## config.mk

```make
export PLATFORM = sky130hd
export DESIGN_NAME = x2050mpxcu
export DESIGN_NICKNAME = d
export VERILOG_FILES = /design/src/rtl/x2050_mpx_pkg.sv /design/src/rtl/x2050mpxcu_buf.sv /design/src/rtl/x2050mpxcu.sv
export SDC_FILE = /design/constraint.sdc
export NUM_CORES = 1
export LEC_CHECK = 0
export CORE_ASPECT_RATIO = 0.8
export CORE_MARGIN = 4
export CORE_UTILIZATION = 40
export CTS_CLUSTER_DIAMETER = 100
export DETAILED_ROUTE_END_ITERATION = 10
export DONT_BUFFER_PORTS = 1
export MAX_ROUTING_LAYER = met4
export PLACE_DENSITY = 0.61
export SLEW_MARGIN = 15
export SYNTH_ARGS = -nofsm -noshare
export SYNTH_HDL_FRONTEND = slang
export SYNTH_SLANG_ARGS = --single-unit
```

## constraint.sdc

```tcl
create_clock -name i_clk -period 5.4 [get_ports i_clk]
set_input_delay 0.81 -clock i_clk [delete_from_list [all_inputs] [get_ports i_clk]]
set_output_delay 0.81 -clock i_clk [all_outputs]
set_load 0.03 [all_outputs]
```

## src/rtl/x2050_mpx_pkg.sv

```systemverilog
// Shared definitions for the 2050 multiplexor channel models: status, command
// and sense encodings, the control-unit state encoding and bus parity.
package x2050_mpx_pkg;

    localparam logic [7:0] STS_ATTN = 8'h80;
    localparam logic [7:0] STS_SM   = 8'h40;
    localparam logic [7:0] STS_CUE  = 8'h20;
    localparam logic [7:0] STS_BUSY = 8'h10;
    localparam logic [7:0] STS_CE   = 8'h08;
    localparam logic [7:0] STS_DE   = 8'h04;
    localparam logic [7:0] STS_UC   = 8'h02;
    localparam logic [7:0] STS_UE   = 8'h01;
    localparam logic [7:0] STS_END  = STS_CE | STS_DE;
    localparam logic [7:0] STS_ERR  = STS_UC | STS_CE | STS_DE;

    localparam logic [7:0] CMD_WRITE   = 8'h01;
    localparam logic [7:0] CMD_READ    = 8'h02;
    localparam logic [7:0] CMD_CONTROL = 8'h03;
    localparam logic [7:0] CMD_SENSE   = 8'h04;

    localparam logic [7:0] SNS_CMD_REJ = 8'h80;
    localparam logic [7:0] SNS_INT_REQ = 8'h40;
    localparam logic [7:0] SNS_BUS_OUT = 8'h20;
    localparam logic [7:0] SNS_EQUIP   = 8'h10;
    localparam logic [7:0] SNS_DATA    = 8'h08;
    localparam logic [7:0] SNS_OVERRUN = 8'h04;

    typedef enum logic [3:0] {
        S_IDLE       = 4'd0,
        S_PASS       = 4'd1,
        S_ADDR_IN    = 4'd2,
        S_CMD        = 4'd3,
        S_ISTAT      = 4'd4,
        S_ISTAT_WAIT = 4'd5,
        S_DATA       = 4'd6,
        S_DATA_WAIT  = 4'd7,
        S_STOP_WAIT  = 4'd8,
        S_ESTAT      = 4'd9
    } mpx_state_e;

    function automatic logic odd_parity(input logic [7:0] b);
        return ~^b;
    endfunction

endpackage

```

## src/rtl/x2050mpxcu_buf.sv

```systemverilog
// Device data buffer: BUF_DEPTH bytes, synchronous write, asynchronous read,
// reseeded with DATA_SEED + index on reset.
module x2050mpxcu_buf #(
    parameter int         BUF_DEPTH = 16,
    parameter logic [7:0] DATA_SEED = 8'h40,
    localparam int        AW        = $clog2(BUF_DEPTH)
) (
    input  logic          i_clk,
    input  logic          i_reset,
    input  logic          i_we,
    input  logic [AW-1:0] i_addr,
    input  logic [7:0]    i_wdata,
    output logic [7:0]    o_rdata
);

    logic [7:0] r_mem [BUF_DEPTH];

    always_ff @(posedge i_clk or posedge i_reset) begin
        if (i_reset) begin
            for (int i = 0; i < BUF_DEPTH; i++) begin
                r_mem[i] <= DATA_SEED + 8'(i);
            end
        end else if (i_we) begin
            r_mem[i_addr] <= i_wdata;
        end
    end

    assign o_rdata = r_mem[i_addr];

endmodule

```

## src/rtl/x2050mpxcu.sv

```systemverilog
// Single-device control unit on the 2050 multiplexor interface: selection,
// burst data transfer, ending status and status stacking for one address.
module x2050mpxcu
    import x2050_mpx_pkg::*;
#(
    parameter logic [7:0] DEV_ADDR  = 8'h0E,
    parameter int         BUF_DEPTH = 16,
    parameter logic [7:0] DATA_SEED = 8'h40
) (
    input  logic       i_clk,
    input  logic       i_reset,
    input  logic [8:0] i_mpx_bus_out,
    input  logic       i_mpx_operational_out,
    input  logic       i_mpx_select_out,
    input  logic       i_mpx_hold_out,
    input  logic       i_mpx_address_out,
    input  logic       i_mpx_command_out,
    input  logic       i_mpx_service_out,
    input  logic       i_mpx_suppress_out,
    output logic [8:0] o_mpx_bus_in,
    output logic       o_mpx_operational_in,
    output logic       o_mpx_select_in,
    output logic       o_mpx_address_in,
    output logic       o_mpx_status_in,
    output logic       o_mpx_service_in,
    output logic       o_mpx_request_in,
    output logic       o_mpx_data_in,
    output logic       o_mpx_disc_in,
    output logic [3:0] o_state,
    output logic [7:0] o_sense
);

    localparam int          AW       = $clog2(BUF_DEPTH);
    localparam logic [AW:0] FULL_CNT = BUF_DEPTH[AW:0];

    mpx_state_e  r_state;
    logic        r_opl_in, r_sel_in, r_addr_in, r_sta_in, r_svc_in, r_req_in;
    logic        r_pending, r_busy, r_poll, r_err;
    logic [7:0]  r_cmd, r_status, r_stack, r_sense;
    logic [AW:0] r_count;

    logic        w_sel_me, w_bad_par, w_cmd_ok, w_bad_cmd, w_we, w_step, w_abort, w_drive;
    logic [7:0]  w_rd_data, w_byte;
    logic [AW:0] w_limit;
    logic        w_unused;

    assign w_unused  = i_mpx_suppress_out;
    assign w_sel_me  = i_mpx_select_out & i_mpx_address_out & (i_mpx_bus_out[7:0] == DEV_ADDR);
    assign w_bad_par = ~^i_mpx_bus_out;
    assign w_cmd_ok  = (i_mpx_bus_out[7:0] >= CMD_WRITE) & (i_mpx_bus_out[7:0] <= CMD_SENSE);
    assign w_bad_cmd = w_bad_par | ~w_cmd_ok;
    assign w_limit   = (r_cmd == CMD_SENSE) ? {{AW{1'b0}}, 1'b1} : FULL_CNT;
    assign w_we      = (r_state == S_DATA) & i_mpx_service_out & i_mpx_operational_out
                       & (r_cmd == CMD_WRITE);

    x2050mpxcu_buf #(
        .BUF_DEPTH (BUF_DEPTH),
        .DATA_SEED (DATA_SEED)
    ) u_buf (
        .i_clk   (i_clk),
        .i_reset (i_reset),
        .i_we    (w_we),
        .i_addr  (r_count[AW-1:0]),
        .i_wdata (i_mpx_bus_out[7:0]),
        .o_rdata (w_rd_data)
    );

    // A normal handshake step in the current state takes priority over an abort.
    always_comb begin
        case (r_state)
            S_ADDR_IN:    w_step = i_mpx_command_out & ~i_mpx_address_out;
            S_CMD:        w_step = ~i_mpx_command_out;
            S_ISTAT:      w_step = i_mpx_service_out | i_mpx_command_out;
            S_ISTAT_WAIT: w_step = ~i_mpx_service_out;
            S_DATA:       w_step = i_mpx_service_out | i_mpx_command_out;
            S_DATA_WAIT:  w_step = ~i_mpx_service_out;
            S_STOP_WAIT:  w_step = ~i_mpx_command_out;
            S_ESTAT:      w_step = i_mpx_service_out | i_mpx_command_out;
            default:      w_step = 1'b1;
        endcase
    end

    assign w_abort = ~i_mpx_select_out & ~i_mpx_hold_out & ~w_step;

    // Byte presented on bus-in for the current state.
    always_comb begin
        case (r_state)
            S_ADDR_IN:        w_byte = DEV_ADDR;
            S_ISTAT, S_ESTAT: w_byte = r_status;
            S_DATA:           w_byte = (r_cmd == CMD_SENSE) ? r_sense : w_rd_data;
            default:          w_byte = 8'h00;
        endcase
    end

    assign w_drive      = r_addr_in | r_sta_in | (r_svc_in & (r_cmd != CMD_WRITE));
    assign o_mpx_bus_in = w_drive ? {odd_parity(w_byte), w_byte} : 9'h000;

    // Sequencer: state, in-tags and command context.
    always_ff @(posedge i_clk or posedge i_reset) begin
        if (i_reset) begin
            r_state  <= S_IDLE;
            {r_opl_in, r_sel_in, r_addr_in, r_sta_in, r_svc_in, r_req_in} <= 6'b000000;
            {r_pending, r_busy, r_poll, r_err} <= 4'b0000;
            r_cmd    <= 8'h00;
            r_status <= 8'h00;
            r_stack  <= 8'h00;
            r_sense  <= 8'h00;
            r_count  <= '0;
        end else if (!i_mpx_operational_out) begin
            r_state  <= S_IDLE;
            {r_opl_in, r_sel_in, r_addr_in, r_sta_in, r_svc_in, r_req_in} <= 6'b000000;
            {r_pending, r_busy, r_poll, r_err} <= 4'b0000;
            r_cmd    <= 8'h00;
            r_status <= 8'h00;
            r_stack  <= 8'h00;
            r_sense  <= 8'h00;
            r_count  <= '0;
        end else if (w_abort) begin
            r_state <= S_IDLE;
            {r_opl_in, r_sel_in, r_addr_in, r_sta_in, r_svc_in, r_req_in} <= 6'b000000;
        end else begin
            r_req_in <= 1'b0;
            case (r_state)
                S_IDLE: begin
                    r_req_in <= r_pending;
                    if (w_sel_me) begin
                        r_state   <= S_ADDR_IN;
                        r_opl_in  <= 1'b1;
                        r_addr_in <= 1'b1;
                        r_busy    <= r_pending;
                        r_poll    <= 1'b0;
                        r_req_in  <= 1'b0;
                    end else if (i_mpx_select_out && !i_mpx_address_out && r_pending) begin
                        r_state   <= S_ADDR_IN;
                        r_opl_in  <= 1'b1;
                        r_addr_in <= 1'b1;
                        r_busy    <= 1'b0;
                        r_poll    <= 1'b1;
                        r_req_in  <= 1'b0;
                    end else if (i_mpx_select_out) begin
                        r_state  <= S_PASS;
                        r_sel_in <= 1'b1;
                        r_req_in <= 1'b0;
                    end
                end
                S_PASS: if (!i_mpx_select_out) begin
                    r_state  <= S_IDLE;
                    r_sel_in <= 1'b0;
                end
                S_ADDR_IN: if (w_step) begin
                    r_state   <= S_CMD;
                    r_addr_in <= 1'b0;
                    if (r_busy) begin
                        r_status <= STS_BUSY;
                    end else if (!r_poll) begin
                        r_cmd    <= i_mpx_bus_out[7:0];
                        r_err    <= w_bad_cmd;
                        r_status <= w_bad_cmd ? STS_ERR : 8'h00;
                        if (w_bad_par) begin
                            r_sense <= SNS_BUS_OUT;
                        end else if (!w_cmd_ok) begin
                            r_sense <= SNS_CMD_REJ;
                        end
                    end
                end
                S_CMD: if (w_step) begin
                    r_sta_in <= 1'b1;
                    if (r_poll) begin
                        r_state  <= S_ESTAT;
                        r_status <= r_stack;
                    end else begin
                        r_state <= S_ISTAT;
                    end
                end
                S_ISTAT: if (i_mpx_service_out) begin
                    r_state  <= S_ISTAT_WAIT;
                    r_sta_in <= 1'b0;
                end else if (i_mpx_command_out) begin
                    // Initial status stacked; a busy reply leaves the original stack alone.
                    r_state  <= S_IDLE;
                    r_sta_in <= 1'b0;
                    r_opl_in <= 1'b0;
                    if (!r_busy) begin
                        r_pending <= 1'b1;
                        r_stack   <= r_status;
                    end
                end
                S_ISTAT_WAIT: if (w_step) begin
                    if (r_busy || r_err || r_cmd == CMD_CONTROL) begin
                        r_state  <= S_IDLE;
                        r_opl_in <= 1'b0;
                    end else begin
                        r_state  <= S_DATA;
                        r_svc_in <= 1'b1;
                        r_count  <= '0;
                    end
                end
                S_DATA: if (i_mpx_service_out) begin
                    r_state  <= S_DATA_WAIT;
                    r_svc_in <= 1'b0;
                    r_count  <= r_count + 1'b1;
                end else if (i_mpx_command_out) begin
                    r_state  <= S_STOP_WAIT;
                    r_svc_in <= 1'b0;
                end
                S_DATA_WAIT: if (w_step) begin
                    if (r_count == w_limit) begin
                        r_state  <= S_ESTAT;
                        r_sta_in <= 1'b1;
                        r_status <= r_err ? STS_ERR : STS_END;
                    end else begin
                        r_state  <= S_DATA;
                        r_svc_in <= 1'b1;
                    end
                end
                S_STOP_WAIT: if (w_step) begin
                    r_state  <= S_ESTAT;
                    r_sta_in <= 1'b1;
                    r_status <= r_err ? STS_ERR : STS_END;
                end
                S_ESTAT: if (i_mpx_service_out) begin
                    r_state   <= S_IDLE;
                    r_sta_in  <= 1'b0;
                    r_opl_in  <= 1'b0;
                    r_pending <= 1'b0;
                    if (r_cmd == CMD_SENSE && !r_err) begin
                        r_sense <= 8'h00;
                    end
                end else if (i_mpx_command_out) begin
                    r_state   <= S_IDLE;
                    r_sta_in  <= 1'b0;
                    r_opl_in  <= 1'b0;
                    r_pending <= 1'b1;
                    r_stack   <= r_status;
                end
                default: r_state <= S_IDLE;
            endcase
        end
    end

    assign o_mpx_operational_in = r_opl_in;
    assign o_mpx_select_in      = r_sel_in;
    assign o_mpx_address_in     = r_addr_in;
    assign o_mpx_status_in      = r_sta_in;
    assign o_mpx_service_in     = r_svc_in;
    assign o_mpx_request_in     = r_req_in;
    assign o_mpx_data_in        = 1'b0;
    assign o_mpx_disc_in        = 1'b0;
    assign o_state              = r_state;
    assign o_sense              = r_sense;

endmodule

```

**Word-level counts from Yosys, hierarchy flattened**

Cells that the tools add are included.
W data, S select, Z words.

- Flip-flop bits (word level): 179
- Input port bits: 18
- Output and inout bits: 29
- Logic and storage cells: 297

- Add/sub/neg operators: 1
- $lt $le $gt $ge: 4
- Eq/ne operators: 71
- Mux-type cells: 139
- Bitwise gates (word level): 22
- Reduce and logical (&&, ||, !) cells: 28

Operators by type and width:

| cell | number |
|---|---|
| $mux W8 | 36 |
| $bwmux W128 | 1 |
| $mux W4 | 19 |
| $ne A4 B4 Y1 const B | 17 |
| $mux W1 | 59 |
| $ne A3 B3 Y1 const B | 18 |
| $pmux W4 S10 | 1 |
| $bmux W8 S4 | 1 |
| $demux W8 S4 | 1 |
| $pmux W8 S2 | 2 |
| $pmux W8 S4 | 1 |
| $mux W5 | 6 |
| $reduce_and A5 Y1 | 5 |
| $pmux W8 S3 | 1 |
| $eq A4 B3 Y1 const B | 4 |
| $reduce_and A8 Y1 | 2 |
| $ne A3 B1 Y1 const B | 4 |
| $reduce_and A6 Y1 | 2 |
| $and A1 B1 Y1 | 10 |
| $ne A5 B1 Y1 const B | 2 |
| $ne A5 B5 Y1 const B | 2 |
| $pmux W5 S2 | 1 |
| $mux W9 | 1 |
| $reduce_and A9 Y1 | 1 |
| other kinds (40) | 68 |

**Depth between registers and ports, before layout**

- Depth after elaboration: 11
- Depth in mapped cells: 12
- Mapped depth without buffers: 10

**By module**

Synthesis repeated with hierarchy kept, for this count alone.

- Cells, all modules: 765
- Area, all modules: 9,432.8 µm²

By module, submodules not included:

| module | instances | cells an instance | area each (µm²) | sequential area each (µm²) |
|---|---|---|---|---|
| x2050mpxcu_buf | 1 | 369 | 6,007.0 | 3,263.1 |
| x2050mpxcu | 1 | 396 | 3,425.8 | 1,126.1 |

**Worst setup path after synthesis**

OpenSTA, ideal clock, no wires.

- Path kind: reg-to-output
- Start point: reg r_count[0]
- End point: out o_mpx_bus_in[8]
- Arrival time: 2.835 ns
- Required time: 4.590 ns
- Path slack: 1.755 ns
- Stages on the path, launching flop included: 9
- Cell sequence: dfrtp_1 > buf_6 > mux4_2 > mux4_2 > a221o_1 > xor2_1 > xnor3_2 > nand3_1 > nor3b_2

- Longest elaborated chain between the ends: 8

Ends and longest elaborated chain:

| item | line | text |
|---|---|---|
| start, declared | x2050mpxcu.sv:40 | `logic [AW:0] r_count;` |
| start signal, assigned | x2050mpxcu.sv:201 | `r_count <= r_count + 1'b1;` |
| $not A4 Y5 (not written as such) | x2050mpxcu_buf.sv:28 | `assign o_rdata = r_mem[i_addr];` |
| $bmux W8 S4 | x2050mpxcu_buf.sv:28 |  |
| $mux W8 (not written as such) (2 in series) | x2050mpxcu_buf.sv:28 |  |
| $mux W8 | x2050mpxcu.sv:90 | `S_DATA: w_byte = (r_cmd == CMD_SENSE) ? r_sense : w_rd_data;` |
| $pmux W8 S3 | x2050mpxcu.sv:87 | `case (r_state)` |
| $reduce_xnor A8 Y1 | x2050_mpx_pkg.sv:42 | `return ~^b;` |
| $mux W9 | x2050mpxcu.sv:96 | `assign o_mpx_bus_in = w_drive ? {odd_parity(w_byte), w_byte} : 9'h000;` |
| end, declared | x2050mpxcu.sv:20 | `output logic [8:0] o_mpx_bus_in,` |

No other way between the ends. The select of a mux whose other input is x is not followed.

**Worst setup path in the final report**

- Start point: reg r_count[1]
- End point: out o_mpx_bus_in[8]

The elaborated chain is that of the path after synthesis.

==> impl_metrics.tcl <==
set metrics [dict create \
    top_layer "met4" \
    final_common_cell "nand2_1" \
    clock_path_buffers 2 \
    synth_cell_types 64 \
    skew_ps 17.4 \
    synth_area_leaders "dfrtp_1 (35%), dfstp_2 (14%), o21ai_0 (8.8%)" \
    routed_via_density 5.61 \
    num_vias 6820 \
    finalInstanceArea_um2 9700 \
    r2r-end "o_sense[5]$_DFFE_PP0P_" \
    yosysWarnings 0 \
    postRouteAntennaNets 0 \
    met1_length_um 11900 \
    hold_class "reg -> reg" \
    first_iter_violations 667 \
    synth.area.mux_share 0.108 \
    timing.rr.start "o_state[3]$_DFFE_PP0P_" \
    crit_type "reg -> out" \
    power_switching_uw 703 \
    hpwl_um 16500 \
    synth-edff-count 0 \
    fin_setup_tns_ps 0 \
    cts_resized 0 \
    synth_area_per_cell_um2 9.57 \
    h-tree-depth 4 \
    gr-total-overflow 0 \
    min_period_over_period 0.887 \
    die_w_um 174 \
    status "finished clean" \
    nets 934 \
    comb_power_share 0.048 \
    post-route-drc-count 0 \
    grt_max_degree 174 \
    power_density_nw_per_um2 284 \
    die_area_um2 24600 \
    power_leakage_nw 3.93 \
    wirelength_um 24000 \
    ys.flop_type "dfrtp_1" \
    grt_pass1_vias 6483 \
    synth_xor_area_frac 0.00861 \
    cts_tree "yes" \
    numCtsBuffers 17 \
    initial_utilization 0.409 \
    critPathLaunchType "flop" \
    post_cts_buffers 0 \
    area_growth_pct 9.45 \
    pin_count 47 \
    cts-root-buf "clkbuf_16" \
    slew_violations 0 \
    ir_worst_vdd_v 0.000172 \
    p_seq_frac 0.482 \
    insertion_delay_ps 450 \
    startpoint "r_count[1]$_DFFE_PP0P_" \
    async_flop_share 1.00 \
    yosys_register_bits 173 \
    clk_pin_slew_ps 70 \
    endpoint_kind "primary output" \
    synthesis.area_um2 8860 \
    gp_congestion 0.955 \
    arrival_ps 3980 \
    cp_max_fo 28 \
    firstDrtPassIters 5 \
    p_clk_frac 0.470 \
    postCtsHoldBufs 0 \
    rsz0062_at_grt "false" \
    synth-simple-area-share 0.165 \
    synth_area_leader_cell "dfrtp_1" \
    die_y_um 141 \
    drive_above_1_share 0.131 \
    io_buffer_count 0 \
    synth_top_family_by_area "simple AND/OR/NAND/NOR gates" \
    crit_end "o_mpx_bus_in[8]" \
    wl_met3_um 1990 \
    layout_common_cells "nand2_1 (190), o21ai_0 (155), dfrtp_1 (124), nor2_1 (61), dfstp_2 (48)" \
    synth-compound-area-share 0.160 \
    fin_crit_ps 4790 \
    wl_met2_um 9780 \
    wire_per_inst_um 19.8 \
    postSynthCellCount 926 \
    rows 48 \
    slew_headroom 0.332 \
    critPathRequiredTime_ps 4590 \
    fmax_mhz 209 \
    ff2ff_path_depth 9 \
    p_sw_frac 0.255 \
    placedInstanceArea_um2 9080 \
    yosys.area_share.adder 0.0184 \
    cell_internal_pwr_mw 2.05 \
    seq_area_frac_synth 0.495 \
    antenna_found_initial 0 \
    reg2reg_slack_ps 1770 \
    core_area_um2 21700 \
    setup_viol 0 \
    hold_viol 0 \
    max-cap-violations 0 \
    diodes 0 \
    grt_usage 0.204 \
    grt_pass1_wl_um 37900 \
    cts_sinks 173 \
    worst_pin_slew_ps 993 \
    yosysTopAreaCellShare 0.353 \
]
-- synth_stat cells, drive strengths merged, types with 3 or more instances --
library cell and number:
a211oi 6, a21oi 29, a221oi 3, a22oi 13, a31oi 6, and2 7
and3 3, buf 26, clkbuf 38, dfrtp 125, dfstp 48, ha 13
inv 21, mux2i 44, mux4 21, nand2 190, nand2b 5, nand3 13
nand4 9, nor2 61, nor2b 12, nor3 10, nor3b 3, nor4 3
o21ai 158, o22ai 5, o31ai 8, or3 3, xnor2 4
-- cell families after synthesis --
group	after synthesis
simple gates	331
compound gates	248
flops	173
buf+inv	87
mux	66
fa+ha+maj	13
xor+xnor	7
other cells	1
-- per-stage QoR --
step                      total power [mW]  setup slack, ps  hold slack (ps)   util  cells
after floorplan                       1.45             1750              442      -    933
after global placement                1.48             1050              457  0.419   1184
after detailed placement              1.48             1040              464  0.419   1184
after CTS                             2.77              575              480  0.447   1216
after global routing                  2.85              444              494  0.447   1216
final                                 2.75              612              477  0.447   1216
-- per-layer routing --
metal  track usage  up-vias
met2         0.267      244
met5             -        -
met4        0.0508        0
li1              -     3201
met1         0.310     3346
met3        0.0566       29
-- critical path, stage by stage, from the launching register on --
cell	delay, ps
dfrtp_2	900
buf_4	400
mux4_2	540
mux2_2	280
nand2_1	90
a21oi_1	120
or3_1	390
a211o_1	280
nand3_1	80
nor3b_2	460
-- area by class of cell --
class	count	area [µm²]
repair buffers	15	125
clock inverters	14	176
well taps	300	375
fillers	2074	12000
flip-flops and latches	173	4390
clock buffers	18	439
inverters	23	90.1
multi-input cells	673	4100
-- state kept, by name (all words and copies together) (netlist names) --
register / count
u_buf.r_mem: 128
r_cmd: 8
r_stack: 8
r_status: 8
r_count: 5
o_state: 4
o_sense: 2
o_mpx_address_in: 1
o_mpx_operational_in: 1
o_mpx_request_in: 1
o_mpx_select_in: 1
o_mpx_service_in: 1
o_mpx_status_in: 1
r_busy: 1
r_err: 1
r_pending: 1
r_poll: 1
-- power by group through the flow --
stage	combinational [mW]	clock, mW	sequential, mW
floorplan	0.106	0	1.34
global placement	0.132	0	1.35
detailed placement	0.131	0	1.35
CTS	0.132	1.31	1.33
global route	0.148	1.37	1.33
finish	0.132	1.29	1.33
-- how the worst min path moves through the flow --
stage | from | end | slack [ps] | depth (start not counted)
5_1_grt | u_buf.r_mem[38]$_DFFE_PP1P_ | u_buf.r_mem[38]$_DFFE_PP1P_ | 490 | 2
4_1_cts | u_buf.r_mem[55]$_DFFE_PP0P_ | u_buf.r_mem[55]$_DFFE_PP0P_ | 480 | 2
3_5_place_dp | u_buf.r_mem[55]$_DFFE_PP0P_ | u_buf.r_mem[55]$_DFFE_PP0P_ | 460 | 2
2_1_floorplan | u_buf.r_mem[113]$_DFFE_PP0P_ | u_buf.r_mem[113]$_DFFE_PP0P_ | 440 | 2
6_report | u_buf.r_mem[100]$_DFFE_PP0P_ | u_buf.r_mem[100]$_DFFE_PP0P_ | 480 | 2
3_3_place_gp | u_buf.r_mem[47]$_DFFE_PP0P_ | u_buf.r_mem[47]$_DFFE_PP0P_ | 460 | 2
(Power assumes the default switching activity.)
